[config.mk]
export PLATFORM = sky130hd
export DESIGN_NAME = tqvp_reg_arbiter
export DESIGN_NICKNAME = d
export VERILOG_FILES = /design/src/rtl/tqvp_reg_arbiter.sv
export SDC_FILE = /design/constraint.sdc
export NUM_CORES = 1
export LEC_CHECK = 0
export ABC_AREA = 1
export CELL_PAD_IN_SITES_DETAIL_PLACEMENT = 1
export CELL_PAD_IN_SITES_GLOBAL_PLACEMENT = 1
export CORE_UTILIZATION = 33
export CTS_CLUSTER_SIZE = 25
export DETAILED_ROUTE_END_ITERATION = 10
export PLACE_DENSITY_LB_ADDON = 0.1
export SLEW_MARGIN = 20
export SYNTH_ARGS = -nofsm -noshare
export SYNTH_HDL_FRONTEND = slang
export SYNTH_SLANG_ARGS = --single-unit
[constraint.sdc]
create_clock -name clk -period 3.9 [get_ports clk]
set_input_delay 0.78 -clock clk [delete_from_list [all_inputs] [get_ports clk]]
set_output_delay 0.78 -clock clk [all_outputs]
set_load 0.01 [all_outputs]
[src/rtl/tqvp_reg_arbiter.sv]
// rtl/tqvp_reg_arbiter.sv - two-requester round-robin arbiter for the byte-wide peripheral register port
module tqvp_reg_arbiter #(
  parameter int ADDR_W   = 4,
  parameter int DATA_W   = 8,
  parameter int LOCK_MAX = 8
) (
  input  logic                clk,
  input  logic                rst_n,
  input  logic [1:0]          req_valid,
  input  logic [1:0]          req_write,
  input  logic [2*ADDR_W-1:0] req_addr,
  input  logic [2*DATA_W-1:0] req_wdata,
  input  logic [1:0]          req_lock,
  output logic [1:0]          req_ready,
  output logic [1:0]          rsp_valid,
  output logic [DATA_W-1:0]   rsp_rdata,
  output logic [ADDR_W-1:0]   address,
  output logic                data_write,
  output logic [DATA_W-1:0]   data_in,
  input  logic [DATA_W-1:0]   data_out,
  output logic                busy,
  output logic                owner
);

  // Wide enough to hold LOCK_MAX itself, the saturation point of a tenure.
  localparam int CNT_W = $clog2(LOCK_MAX + 1);

  typedef enum logic [1:0] {
    ST_IDLE,
    ST_XFER,
    ST_RESP,
    ST_HOLD
  } state_t;

  state_t            state_q, state_d;
  logic              owner_q, owner_d;
  logic              last_owner_q, last_owner_d;
  logic [CNT_W-1:0]  lock_cnt_q, lock_cnt_d;
  logic [ADDR_W-1:0] address_q, address_d;
  logic [DATA_W-1:0] data_in_q, data_in_d;
  logic [DATA_W-1:0] rdata_q, rdata_d;
  logic              write_q, write_d;
  logic              data_write_q, data_write_d;

  logic              winner;
  logic              accept;
  logic              sel;
  logic [1:0]        ready;
  logic [ADDR_W-1:0] sel_addr;
  logic [DATA_W-1:0] sel_wdata;

  // Round-robin pick: a lone requester wins, on contention the one not served last wins
  always_comb begin
    winner = 1'b0;
    case (req_valid)
      2'b01:   winner = 1'b0;
      2'b10:   winner = 1'b1;
      2'b11:   winner = ~last_owner_q;
      default: winner = 1'b0;
    endcase
  end

  // Payload mux for whichever requester is being accepted
  always_comb begin
    sel_addr  = sel ? req_addr[ADDR_W +: ADDR_W]  : req_addr[0 +: ADDR_W];
    sel_wdata = sel ? req_wdata[DATA_W +: DATA_W] : req_wdata[0 +: DATA_W];
  end

  // Next-state logic: accept in IDLE/HOLD, drive peripheral in XFER, respond in RESP
  always_comb begin
    state_d      = state_q;
    owner_d      = owner_q;
    last_owner_d = last_owner_q;
    lock_cnt_d   = lock_cnt_q;
    address_d    = address_q;
    data_in_d    = data_in_q;
    write_d      = write_q;
    rdata_d      = rdata_q;
    data_write_d = 1'b0;
    accept       = 1'b0;
    sel          = winner;
    ready        = 2'b00;

    case (state_q)
      ST_IDLE: begin
        if (|req_valid) begin
          accept     = 1'b1;
          sel        = winner;
          lock_cnt_d = CNT_W'(1);
          state_d    = ST_XFER;
        end
      end
      ST_XFER: begin
        // Writes report zero read data so the requester never sees stale bytes.
        rdata_d = write_q ? '0 : data_out;
        state_d = ST_RESP;
      end
      ST_RESP: begin
        if (req_lock[owner_q] && (lock_cnt_q < CNT_W'(LOCK_MAX))) begin
          state_d = ST_HOLD;
        end else begin
          last_owner_d = owner_q;
          state_d      = ST_IDLE;
        end
      end
      ST_HOLD: begin
        // Only the lock holder may proceed; dropping the lock hands the port back.
        if (!req_lock[owner_q]) begin
          last_owner_d = owner_q;
          state_d      = ST_IDLE;
        end else if (req_valid[owner_q]) begin
          accept     = 1'b1;
          sel        = owner_q;
          lock_cnt_d = lock_cnt_q + CNT_W'(1);
          state_d    = ST_XFER;
        end
      end
      default: begin
        state_d = ST_IDLE;
      end
    endcase

    if (accept) begin
      ready[sel]   = 1'b1;
      owner_d      = sel;
      address_d    = sel_addr;
      data_in_d    = sel_wdata;
      write_d      = req_write[sel];
      // Strobe is registered so it lines up with the XFER cycle only.
      data_write_d = req_write[sel];
    end
  end

  // State register and registered peripheral-side outputs
  always_ff @(posedge clk or negedge rst_n) begin
    if (!rst_n) begin
      state_q      <= ST_IDLE;
      owner_q      <= 1'b0;
      last_owner_q <= 1'b1;
      lock_cnt_q   <= '0;
      address_q    <= '0;
      data_in_q    <= '0;
      write_q      <= 1'b0;
      data_write_q <= 1'b0;
      rdata_q      <= '0;
    end else begin
      state_q      <= state_d;
      owner_q      <= owner_d;
      last_owner_q <= last_owner_d;
      lock_cnt_q   <= lock_cnt_d;
      address_q    <= address_d;
      data_in_q    <= data_in_d;
      write_q      <= write_d;
      data_write_q <= data_write_d;
      rdata_q      <= rdata_d;
    end
  end

  assign req_ready  = ready;
  assign rsp_valid  = (state_q == ST_RESP) ? (owner_q ? 2'b10 : 2'b01) : 2'b00;
  assign rsp_rdata  = (state_q == ST_RESP) ? rdata_q : '0;
  assign address    = address_q;
  assign data_in    = data_in_q;
  assign data_write = data_write_q;
  assign busy       = (state_q != ST_IDLE);
  assign owner      = owner_q;

endmodule

==> out/qor.txt <==
Relative slew slack: 67.12%
Synth area leader: dfrtp_1
RePlAce Congestion: 0.8043
Final Core Density: 49.61%
# nets final: 341
Synth Net Count: 276
CTS tree: yes
WL per Instance: 12.44 µm
Sequential element share of the synthesized area: 42.44%
Die Y: 75.27 µm
EDFF count, synth: 0
R2R Path Start: state_q[1]$_DFFE_PN0P_
Via Count: 1,646
Max Slew Vio Count: 0
Distinct cells, synth: 25
DRT iter0 DRCs: 46
Root Driver: clkbuf_8
Worst skew pair latency: 0.28 ns
Area contributors post-synth: dfrtp_1, nand2_1, inv_1
IO Count: 67
Psw: 681.2 µW
Worst reg2reg path depth: 6
DRC: 0
Final worst path period share: 91.63%
Seq cells post-synth: 30
Final setup violation count: 0
CP startpoint: req_valid[0]
Synthesized instance count: 230
Die area: 0.005666 mm²
Post-CTS sizing: 0
Final hold viol count: 0
Critical Path RT: 3.12 ns
FF-to-FF setup slack: 2.13 ns
Hold path cells: 2
CP Launch Type: input port
Peak supply drop: 0.2900 mV
Tmin final: 3.574 ns
Max-Cap Viols: 0
Share of total power in the clock network: 15.4%
Num CTS Buffers: 5
Vias in the first global route: 1,610
Internal power: 977.2 µW
Total GRT Usage: 18.10%
Drt pass-1 iters: 4
Most used standard cell by instance count after synthesis: nand2_1
Vias per cell: 4.497
Gate power share: 51.5%
Initial antenna violation count: 0
Area Growth Syn to Fin: 43.93%
Worst-path clk slew: 0.07 ns
ANT cells: 0
Worst Hold Endpoint: write_q$_DFFE_PN0P_
Layout cells sized above 1: 7.770%
Post-Route Skew: 0.003979 ns
Status: complete, no violations
Post-synth top area share: 40.96%
Overall die width: 75.27 µm
Bufs on Longest Clock Path: 2
Port Buffers: 66
Critical path class: in -> out
Unrepaired setup endpoints after global routing: no
FFs w/ async S/R, synth: 100.0%
Post-DP HPWL: 3500 µm
Synth Warn #: 0
Sequential group share of total power: 33.0%
TNS Setup: 0 ns
Crit Path Max Fanout: 15
Reg2reg end: owner$_DFFE_PN0P_
Final wirelength: 4552 µm
Clock Sinks: 30
Hold Path Class: reg -> reg
Post-CTS Setup Bufs: 0
Hold Crit Start: write_q$_DFFE_PN0P_
First-pass GRT wire length: 7590 µm
Prevailing post-synth register cell: dfrtp_1
Overflow after GRT: 0
Initial Util: 34.47%
Leakage: 1.278 nW
Cell types with the highest counts after synthesis: nand2_1, inv_1, dfrtp_1, o21ai_0, nand4_1
Critical path capture point type: output pin
Slew @ Worst Pin: 0.4881 ns
CORE AREA: 0.005140 mm²
Syn_area_per_cell: 7.703 µm²
Sw frac: 41.08%
Row Count: 26
Fmax: 0.2798 GHz
H-tree lvl count: 2
Worst EP arrival: 2.79 ns
Post-DRT Antenna Nets: 0
Largest net degree at the start of global routing: 31
Hold buffer count at CTS: 0
Power Density: 650.4 mW/mm²
Synthesized area: 0.001772 mm²
cell usage in the layout (no fill, tap or decap):
cell,Yosys,routed
nand2_2,3,3
nand4_1,13,13
nand2_4,2,2
o21ai_1,1,1
a21oi_4,1,1
clkdlybuf4s50_1,0,66
clkbuf_1,3,1
nor2_1,7,7
nand2_1,86,86
dfrtp_1,29,29
inv_2,1,1
inv_1,31,31
dfstp_2,1,1
o21ai_0,19,19
xor2_1,2,2
buf_4,2,2
o21ai_2,1,1
nand3_4,3,3
nor2_2,1,1
nor3_1,1,1
ha_1,6,6
a21oi_1,1,1
nand3_1,10,10
a21o_4,1,1
clkinv_2,0,1
clkbuf_8,0,6
worst max-delay path, stage by stage:
cell             delay, ns
clkdlybuf4s50_1       0.52
inv_1                 0.09
nor2_1                0.17
nand3_4               0.20
nand3_4               0.25
inv_1                 0.06
nor2_1                0.16
clkdlybuf4s50_1       0.56
worst max-delay path by stage:
stage          cells after the start  slack (ns)           end
6_report                           8        0.33  req_ready[0]
5_1_grt                            8        0.20  req_ready[0]
4_1_cts                            8        0.32  req_ready[0]
3_5_place_dp                       8        0.32  req_ready[0]
3_3_place_gp                       8        0.37  req_ready[0]
2_1_floorplan                      7        1.47  req_ready[1]
logic make-up after synthesis:
kind of cell	share of synthesized area, %
compound gates	8.192
xor+xnor	0.9889
fa+ha+maj	4.237
buf+inv	11.09
flops	42.44
simple gates	33.05
area by class of cell:
| cell class | instances | area [µm²] |
|---|---|---|
| fillers | 668 | 2590 |
| multi-input cells | 158 | 823.3 |
| flip-flops and latches | 30 | 752.0 |
| repair buffers | 68 | 675.6 |
| inverters | 32 | 120.1 |
| well taps | 70 | 87.58 |
| clock buffers | 7 | 86.33 |
| clock inverters | 1 | 5.005 |
metal layers:
metal / vias up / track usage (%) / wire length [µm]
li1: 849 / - / -
met1: 752 / 22.71 / 2081
met2: 40 / 30.43 / 2208
met3: 5 / 5.756 / 223
met4: 0 / 4.321 / 38
met5: - / 0 / 0
registers in the layout, summed over array words and instances (netlist names):
register and cells:
write_q 1, address 4, rdata_q 8, data_in 8, lock_cnt_q 4, state_q 2
last_owner_q 1, owner 1, data_write 1
power by group through the flow:
stage | clock network, mW | registers (mW) | logic (mW)
floorplan | 0 | 0.553 | 0.536
global placement | 0 | 0.551 | 0.854
detailed placement | 0 | 0.553 | 0.870
CTS | 0.264 | 0.551 | 0.876
global route | 0.278 | 0.566 | 0.972
finish | 0.256 | 0.548 | 0.855
through the flow:
step	worst slack, ns	instance area [µm²]	std cells	hold slack, ns	total power [mW]
2_1_floorplan	1.465	1772	230	0.4490	1.088
3_3_place_gp	0.3659	2459	358	0.4622	1.405
3_5_place_dp	0.3153	2459	358	0.4663	1.424
4_1_cts	0.3176	2550	366	0.4846	1.691
5_1_grt	0.2001	2550	366	0.5083	1.816
6_report	0.3265	2550	366	0.4770	1.658
Power figures use the tool's default switching activity.
